===== src/rtl/bus_ctrl_pkg.sv =====
// Shared types for the 8088 bus cycle controller: FSM states, region records
// and the single-region address match rule.
package bus_ctrl_pkg;

    localparam int NREG = 4;

    // One-hot so each state bit can be probed directly on the debug output.
    typedef enum logic [4:0] {
        ST_IDLE   = 5'b00001,
        ST_ADDR   = 5'b00010,
        ST_STROBE = 5'b00100,
        ST_WAIT   = 5'b01000,
        ST_DONE   = 5'b10000
    } state_t;

    // One decoded peripheral window. mask bits set to 1 are compared.
    typedef struct packed {
        logic [19:0] base;
        logic [19:0] mask;
        logic        isio;
        logic [2:0]  waits;
    } region_t;

    // A region matches when the compared address bits equal its base and the
    // cycle type (IOM=1 memory, IOM=0 I/O) agrees with the region's kind.
    function automatic logic region_match(input region_t r, input logic [19:0] address,
                                          input logic iom);
        return (((address ^ r.base) & r.mask) == 20'h00000) && (iom == !r.isio);
    endfunction

endpackage


===== src/rtl/bus_cycle_ctrl_if.sv =====
// Peripheral-bus bundle between the 8088 side and the cycle controller.
//
// Handshake: ALE high for one clock marks T1 and carries a valid Address/IOM.
// The cycle is then driven by the active-low strobes RD/WR; while READY is low
// the CPU inserts wait states, and the cycle ends when both strobes are high
// again. sel is one-hot (or zero) and stays stable from ALE to cycle end.
interface bus_cycle_ctrl_if;
    import bus_ctrl_pkg::*;

    logic            ALE;
    logic            IOM;
    logic            RD;
    logic            WR;
    logic [19:0]     Address;
    logic [NREG-1:0] sel;
    logic            READY;
    logic            busy;
    logic            miss;
    state_t          dbg_state;

    modport master (
        output ALE, IOM, RD, WR, Address,
        input  sel, READY, busy, miss, dbg_state
    );

    modport slave (
        input  ALE, IOM, RD, WR, Address,
        output sel, READY, busy, miss, dbg_state
    );

endinterface


===== src/rtl/bus_cycle_ctrl_region_decode.sv =====
// Combinational address decoder: matches Address/IOM against a region table
// and resolves overlaps so that the lowest index wins.
module region_decode
    import bus_ctrl_pkg::*;
(
    input  logic [19:0]           address,
    input  logic                  iom,
    input  region_t [NREG-1:0]    regions,
    output logic [NREG-1:0]       sel,
    output logic                  hit,
    output logic [2:0]            waits
);

    // Scan from the highest index down so a lower matching index overwrites.
    always_comb begin
        sel   = '0;
        hit   = 1'b0;
        waits = '0;
        for (int i = NREG - 1; i >= 0; i--) begin
            if (region_match(regions[i], address, iom)) begin
                sel    = '0;
                sel[i] = 1'b1;
                hit    = 1'b1;
                waits  = regions[i].waits;
            end
        end
    end

endmodule


===== src/rtl/bus_cycle_ctrl.sv =====
// Per-bus-cycle chip-select decoder and wait-state sequencer for the 8088
// peripheral bus. Decodes at ALE, holds the select for the cycle, pulls READY
// low for the region's wait states and abandons cycles that never strobe.
module bus_cycle_ctrl
    import bus_ctrl_pkg::*;
#(
    parameter logic [19:0] BASE0   = 20'h00000,
    parameter logic [19:0] BASE1   = 20'h08000,
    parameter logic [19:0] BASE2   = 20'h01C00,
    parameter logic [19:0] BASE3   = 20'hFF000,
    parameter logic [19:0] MASK0   = 20'hF8000,
    parameter logic [19:0] MASK1   = 20'hF8000,
    parameter logic [19:0] MASK2   = 20'hFFC00,
    parameter logic [19:0] MASK3   = 20'hFF000,
    parameter logic        ISIO0   = 1'b0,
    parameter logic        ISIO1   = 1'b0,
    parameter logic        ISIO2   = 1'b1,
    parameter logic        ISIO3   = 1'b0,
    parameter logic [2:0]  WAIT0   = 3'd0,
    parameter logic [2:0]  WAIT1   = 3'd1,
    parameter logic [2:0]  WAIT2   = 3'd2,
    parameter logic [2:0]  WAIT3   = 3'd0,
    parameter int          TIMEOUT = 4
) (
    input logic              CLK,
    input logic              RESET,
    bus_cycle_ctrl_if.slave  bus
);

    localparam region_t [NREG-1:0] REGIONS = {
        region_t'{base: BASE3, mask: MASK3, isio: ISIO3, waits: WAIT3},
        region_t'{base: BASE2, mask: MASK2, isio: ISIO2, waits: WAIT2},
        region_t'{base: BASE1, mask: MASK1, isio: ISIO1, waits: WAIT1},
        region_t'{base: BASE0, mask: MASK0, isio: ISIO0, waits: WAIT0}
    };

    localparam int          TW    = (TIMEOUT > 1) ? $clog2(TIMEOUT) : 1;
    localparam logic [TW-1:0] TLAST = TW'(TIMEOUT - 1);

    logic [NREG-1:0] dec_sel;
    logic            dec_hit;
    logic [2:0]      dec_wait;

    state_t          state;
    logic [NREG-1:0] sel_q;
    logic [2:0]      wait_q;
    logic [2:0]      wcnt;
    logic [TW-1:0]   tcnt;
    logic            miss_q;
    logic            strobe;

    region_decode u_decode (
        .address (bus.Address),
        .iom     (bus.IOM),
        .regions (REGIONS),
        .sel     (dec_sel),
        .hit     (dec_hit),
        .waits   (dec_wait)
    );

    // RD and WR low together still count as one strobe; no arbitration.
    assign strobe = !bus.RD || !bus.WR;

    // Cycle sequencer. ALE always restarts the cycle, whatever the state.
    // A region with N wait states spends N cycles with READY low: the STROBE
    // cycle itself counts as the first, so WAIT only covers the remainder.
    always_ff @(posedge CLK) begin
        if (RESET) begin
            state  <= ST_IDLE;
            sel_q  <= '0;
            wait_q <= '0;
            wcnt   <= '0;
            tcnt   <= '0;
            miss_q <= 1'b0;
        end else begin
            miss_q <= 1'b0;
            if (bus.ALE) begin
                if (dec_hit) begin
                    state  <= ST_ADDR;
                    sel_q  <= dec_sel;
                    wait_q <= dec_wait;
                    tcnt   <= '0;
                end else begin
                    state  <= ST_IDLE;
                    sel_q  <= '0;
                    miss_q <= 1'b1;
                end
            end else begin
                case (state)
                    ST_IDLE: begin
                    end
                    ST_ADDR: begin
                        if (strobe) begin
                            state <= ST_STROBE;
                            wcnt  <= wait_q;
                        end else if (tcnt == TLAST) begin
                            state <= ST_IDLE;
                            sel_q <= '0;
                        end else begin
                            tcnt <= tcnt + 1'b1;
                        end
                    end
                    ST_STROBE: begin
                        if (wcnt > 3'd1) begin
                            state <= ST_WAIT;
                            wcnt  <= wcnt - 3'd1;
                        end else begin
                            state <= ST_DONE;
                        end
                    end
                    ST_WAIT: begin
                        wcnt <= wcnt - 3'd1;
                        if (wcnt <= 3'd1) begin
                            state <= ST_DONE;
                        end
                    end
                    ST_DONE: begin
                        if (!strobe) begin
                            state <= ST_IDLE;
                            sel_q <= '0;
                        end
                    end
                    default: begin
                        state <= ST_IDLE;
                        sel_q <= '0;
                    end
                endcase
            end
        end
    end

    // In T1 the peripherals see the live decode alongside ALE; afterwards the
    // latched select keeps them stable even if Address changes.
    assign bus.sel       = (bus.ALE && state == ST_IDLE) ? dec_sel : sel_q;
    assign bus.READY     = !((state == ST_STROBE && wcnt != 3'd0) || state == ST_WAIT);
    assign bus.busy      = (state != ST_IDLE);
    assign bus.miss      = miss_q;
    assign bus.dbg_state = state;

endmodule

===== src/flat_wrapper.sv =====
// flat-port wrapper written by rule: the top's interface ports become plain ports
module bus_cycle_ctrl_flat import bus_ctrl_pkg::*;
#(
    parameter logic [19:0] BASE0   = 20'h00000,
    parameter logic [19:0] BASE1   = 20'h08000,
    parameter logic [19:0] BASE2   = 20'h01C00,
    parameter logic [19:0] BASE3   = 20'hFF000,
    parameter logic [19:0] MASK0   = 20'hF8000,
    parameter logic [19:0] MASK1   = 20'hF8000,
    parameter logic [19:0] MASK2   = 20'hFFC00,
    parameter logic [19:0] MASK3   = 20'hFF000,
    parameter logic        ISIO0   = 1'b0,
    parameter logic        ISIO1   = 1'b0,
    parameter logic        ISIO2   = 1'b1,
    parameter logic        ISIO3   = 1'b0,
    parameter logic [2:0]  WAIT0   = 3'd0,
    parameter logic [2:0]  WAIT1   = 3'd1,
    parameter logic [2:0]  WAIT2   = 3'd2,
    parameter logic [2:0]  WAIT3   = 3'd0,
    parameter int          TIMEOUT = 4
)
  (CLK, RESET, bus_ALE, bus_IOM, bus_RD, bus_WR, bus_Address, bus_sel, bus_READY, bus_busy, bus_miss, bus_dbg_state);
  bus_cycle_ctrl_if bus_i ();
  input logic CLK;
  input logic RESET;
  input wire logic [$bits(bus_i.ALE)-1:0] bus_ALE;
  input wire logic [$bits(bus_i.IOM)-1:0] bus_IOM;
  input wire logic [$bits(bus_i.RD)-1:0] bus_RD;
  input wire logic [$bits(bus_i.WR)-1:0] bus_WR;
  input wire logic [$bits(bus_i.Address)-1:0] bus_Address;
  output wire logic [$bits(bus_i.sel)-1:0] bus_sel;
  output wire logic [$bits(bus_i.READY)-1:0] bus_READY;
  output wire logic [$bits(bus_i.busy)-1:0] bus_busy;
  output wire logic [$bits(bus_i.miss)-1:0] bus_miss;
  output wire logic [$bits(bus_i.dbg_state)-1:0] bus_dbg_state;
  assign bus_i.ALE = bus_ALE;
  assign bus_i.IOM = bus_IOM;
  assign bus_i.RD = bus_RD;
  assign bus_i.WR = bus_WR;
  assign bus_i.Address = bus_Address;
  assign bus_sel = bus_i.sel;
  assign bus_READY = bus_i.READY;
  assign bus_busy = bus_i.busy;
  assign bus_miss = bus_i.miss;
  assign bus_dbg_state = bus_i.dbg_state;
  bus_cycle_ctrl #(.BASE0(BASE0), .BASE1(BASE1), .BASE2(BASE2), .BASE3(BASE3), .MASK0(MASK0), .MASK1(MASK1), .MASK2(MASK2), .MASK3(MASK3), .ISIO0(ISIO0), .ISIO1(ISIO1), .ISIO2(ISIO2), .ISIO3(ISIO3), .WAIT0(WAIT0), .WAIT1(WAIT1), .WAIT2(WAIT2), .WAIT3(WAIT3), .TIMEOUT(TIMEOUT)) u_core (.CLK(CLK), .RESET(RESET), .bus(bus_i));
endmodule

===== config.mk =====
export PLATFORM = sky130hd
export DESIGN_NAME = bus_cycle_ctrl_flat
export DESIGN_NICKNAME = d
export VERILOG_FILES = /design/src/rtl/bus_ctrl_pkg.sv /design/src/rtl/bus_cycle_ctrl_if.sv /design/src/rtl/bus_cycle_ctrl_region_decode.sv /design/src/rtl/bus_cycle_ctrl.sv /design/src/flat_wrapper.sv
export SDC_FILE = /design/constraint.sdc
export NUM_CORES = 1
export LEC_CHECK = 0
export BUFFER_PORTS_ARGS = -buffer_cell sky130_fd_sc_hd__buf_2
export CAP_MARGIN = 20
export CORE_MARGIN = 5
export CORE_UTILIZATION = 54
export DETAILED_ROUTE_END_ITERATION = 16
export GPL_TIMING_DRIVEN = 0
export PLACE_DENSITY = 0.95
export SETUP_SLACK_MARGIN = 0.5
export SLEW_MARGIN = 10
export SYNTH_ARGS = -nofsm -noshare
export SYNTH_HDL_FRONTEND = slang
export SYNTH_SLANG_ARGS = --single-unit

===== constraint.sdc =====
create_clock -name CLK -period 4.2 [get_ports CLK]
set_input_delay 0.84 -clock CLK [delete_from_list [all_inputs] [get_ports CLK]]
set_output_delay 0.84 -clock CLK [all_outputs]
set_load 0.1 [all_outputs]

==> flow_metrics.env <==
export IMPL_status="completed"
export IMPL_cts_max_level=1
export IMPL_period_needed_ns=3.366
export IMPL_numCtsBuffers=3
export IMPL_synth_top_cell_area_share_pct=28.78
export IMPL_syn_num_nets=178
export IMPL_coreArea_mm2=0.002148
export IMPL_grt_setup_unrepaired="no"
export IMPL_crit_chain="buf_2 -> or4b_2 -> nor2_1 -> nand2_1 -> o21ai_1 -> buf_2"
export IMPL_worst_ep_required_time_ns=3.36
export IMPL_syn_cell_area_mm2=0.001182
export IMPL_totalPowerFinal_mw=0.3028
export IMPL_arrival_ns=2.53
export IMPL_tightestPinTransition_ns=0.7133
export IMPL_die_h_um=56.80
export IMPL_r2r_end="u_core.wcnt[0]$_SDFFE_PP0P_"
export IMPL_ys_flop_type="dfxtp_1"
export IMPL_postCtsSetupBuffers=0
export IMPL_critPathCaptureType="primary output"
export IMPL_setup_viol=0
export IMPL_min_path_type="reg2reg"
export IMPL_dp_cells=203
export IMPL_relSlewSlack_pct=52.05
export IMPL_area_growth_pct=17.67
export IMPL_setup_tns_ns=0
export IMPL_drtPass1Iterations=4
export IMPL_start_util_pct=55.04
export IMPL_path_buf_inv=2
export IMPL_rr_startpoint="u_core.bus.dbg_state[2]$_SDFFE_PP0P_"
export IMPL_dieArea_mm2=0.003226
export IMPL_p_leak_nw=0.5324
export IMPL_final_hold_viol_count=0
export IMPL_grt_pass1_wl_um=5602
export IMPL_dpl_worst_slack_ns=0.8351
export IMPL_insertedDiodeCount=0
export IMPL_fin_worst_skew_ns=0.01023
export IMPL_synth_edff_count=0
export IMPL_synth_top_area_cell="dfxtp_1"
export IMPL_async_flop_share_pct=0
export IMPL_clock_latency_ns=0.30
export IMPL_global_route_overflow_total=0
export IMPL_cp_endpoint="bus_sel[2]"
export IMPL_grt_pass1_vias=1374
export IMPL_cts_sinks=17
export IMPL_wl_um=3144
export IMPL_irDropWorstVdd_mv=0.2126
export IMPL_clockRootBuffer="clkbuf_4"
export IMPL_cp_slowest_cell="or4b_2"
export IMPL_synth_seq_cells=17
export IMPL_clock_path_buffers=2
export IMPL_port_buffers=26
export IMPL_ys_top_cells_by_area="dfxtp_1 (29%), nand2_1 (5.1%), a211oi_1 (3.8%)"
export IMPL_cp_top_family="simple AND/OR/NAND/NOR gates"
export IMPL_ff2ff_path_depth=5
export IMPL_gp_congestion=0.8794
export IMPL_ff_latch_area_um2=340.3
export IMPL_cpMostUsedCell="buf_2"
export IMPL_syn_inst=149
export IMPL_start_kind="input port"
export IMPL_synth_distinct_cells=49
export IMPL_fin_crit_sh_pct=80.14
export IMPL_critPathLaunch="bus_Address[15]"
export IMPL_grt_max_degree=11
export IMPL_slowest_delay_ns=0.66
export IMPL_yosysWarnings=0
export IMPL_rrSetupSlack_ns=2.15
export IMPL_clkSlewWorstSetupHoldPaths_ns=0.09
export IMPL_avgSynthCellArea_um2=7.935
export IMPL_placementRows=17
export IMPL_vias=1338
export IMPL_multiInputGateArea_um2=778.2
export IMPL_drt_wirelength_per_cell_um=15.19
export IMPL_antenna_left=0
export IMPL_fin_util_pct=64.76
export IMPL_path_max_fanout=6
export IMPL_maxSlewViolCount=0
export IMPL_synth_most_common_cell="dfxtp_1"
export IMPL_cts_tree="yes"
export IMPL_ctsHoldBuffers=0
export IMPL_viasPerCell=6.464
export IMPL_netlist_top_cells_count="dfxtp_1 (17), nand2_1 (16), nor2_1 (9)"
export IMPL_drcViolationCount=0
export IMPL_die_w_um=56.80
export IMPL_cp_depth=6
export IMPL_cap_violations=0
export IMPL_io_pins=38
export IMPL_drt_iter0_markers=44
export IMPL_min_path_cells=2
export IMPL_drive_gt1_share_pct=23.46
export IMPL_fill_cells=195
export IMPL_cts_repair_resized=0
export IMPL_path_class="in2out"
export IMPL_grt_usage_pct=21.32
export IMPL_synth_seq_area_share_pct=28.78
export IMPL_clock_fmax_mhz=297.1
export IMPL_setup_ws_ns=0.8340
export IMPL_final_nets=209
export IMPL_layoutNonFillerInstCount=207
export IMPL_antenna_found_initial=0
export IMPL_p_per_area_mw_per_mm2=217.7
export IMPL_post_dp_hpwl_um=2459
metal layers:
| metal | GRT usage, % | routed length, µm | part of all wire (%) | up-vias |
|---|---|---|---|---|
| li1 | - | - | - | 633 |
| met1 | 25.07 | 1356 | 43 | 624 |
| met2 | 35.48 | 1457 | 46 | 66 |
| met3 | 3.448 | 216 | 6.9 | 15 |
| met4 | 13.58 | 114 | 3.6 | 0 |
| met5 | 0 | 0 | 0 | - |
report_power, final:
group          internal [mW]  switching (mW)
Sequential             0.162        0.000670
Clock                 0.0370          0.0502
Combinational         0.0152          0.0374
Total                  0.214          0.0884
flip-flops by register name, indices dropped and copies added, names as in the netlist:
name / count
u_core.bus.miss: 1
u_core.bus.dbg_state: 5
u_core.wcnt: 3
u_core.sel_q: 4
u_core.tcnt: 2
u_core.wait_q: 2
worst min-delay path: cells and delay by family, from the launching register on:
family,cells,cell delay [ns]
and+or+nand+nor,1,0.06
DFF,1,0.32
AOI/OAI and AO/OA,1,0.07
how the worst min path moves through the flow:
stage / from / end
after floorplan: u_core.wait_q[0]$_SDFFE_PP0P_ / u_core.wait_q[0]$_SDFFE_PP0P_
after global placement: u_core.wait_q[0]$_SDFFE_PP0P_ / u_core.wait_q[0]$_SDFFE_PP0P_
after detailed placement: u_core.sel_q[1]$_SDFFE_PP0P_ / u_core.sel_q[1]$_SDFFE_PP0P_
after CTS: u_core.wait_q[0]$_SDFFE_PP0P_ / u_core.wait_q[0]$_SDFFE_PP0P_
after global routing: u_core.wait_q[0]$_SDFFE_PP0P_ / u_core.wait_q[0]$_SDFFE_PP0P_
final: u_core.wait_q[0]$_SDFFE_PP0P_ / u_core.wait_q[0]$_SDFFE_PP0P_
cells by family (layout without fill, tap and decap cells):
| family | Yosys count | count (layout) | synth area share [%] |
|---|---|---|---|
| and+or+nand+nor | 68 | 68 | 33.44 |
| AOI/OAI and AO/OA | 41 | 41 | 24.55 |
| DFF | 17 | 17 | 28.78 |
| buffers and inverters | 16 | 46 | 6.878 |
| adders and majority gates | 3 | 3 | 3.175 |
| xor gates and xnor gates | 3 | 3 | 2.223 |
| muxes | 1 | 1 | 0.9523 |
cell usage in the layout (no fill, tap or decap), types with 2 or more instances in the layout:
cell,netlist,final
a21oi_1,4,4
nand4_1,2,2
nand3b_1,2,2
o32ai_1,3,3
nor2b_1,3,3
nand2_1,16,16
dfxtp_1,17,17
buf_2,0,26
xor2_1,2,2
nand4b_1,3,3
nor2_1,9,9
a2111oi_0,2,2
o31ai_1,4,3
inv_1,7,7
nor4b_1,2,2
o211a_1,2,2
o21ai_0,8,5
o21a_1,2,2
nor3_1,7,7
and2_1,2,2
nand3_1,6,6
clkbuf_1,5,6
and4_1,2,2
o211ai_1,3,3
ha_1,3,3
nor4_1,4,4
a211oi_1,6,6
clkbuf_4,0,3
o21ai_1,0,2
stage by stage:
stage,hold slack (ns),cell area (µm²)
after CTS,0.4985,1391
after floorplan,0.4319,1200
final,0.4945,1391
after global placement,0.4484,1365
after global routing,0.5207,1391
after detailed placement,0.4808,1365
final cells by class:
cell class                      count  area share (%)
Buffer                              8           3.687
Clock buffer                        4           1.888
Inverter                            8           2.158
Multi-Input combinational cell    116           55.94
Sequential cell                    17           24.46
Tap cell                           28           2.518
Timing Repair Buffer               26           9.353
Note: power is estimated with default switching activity, not from simulation.
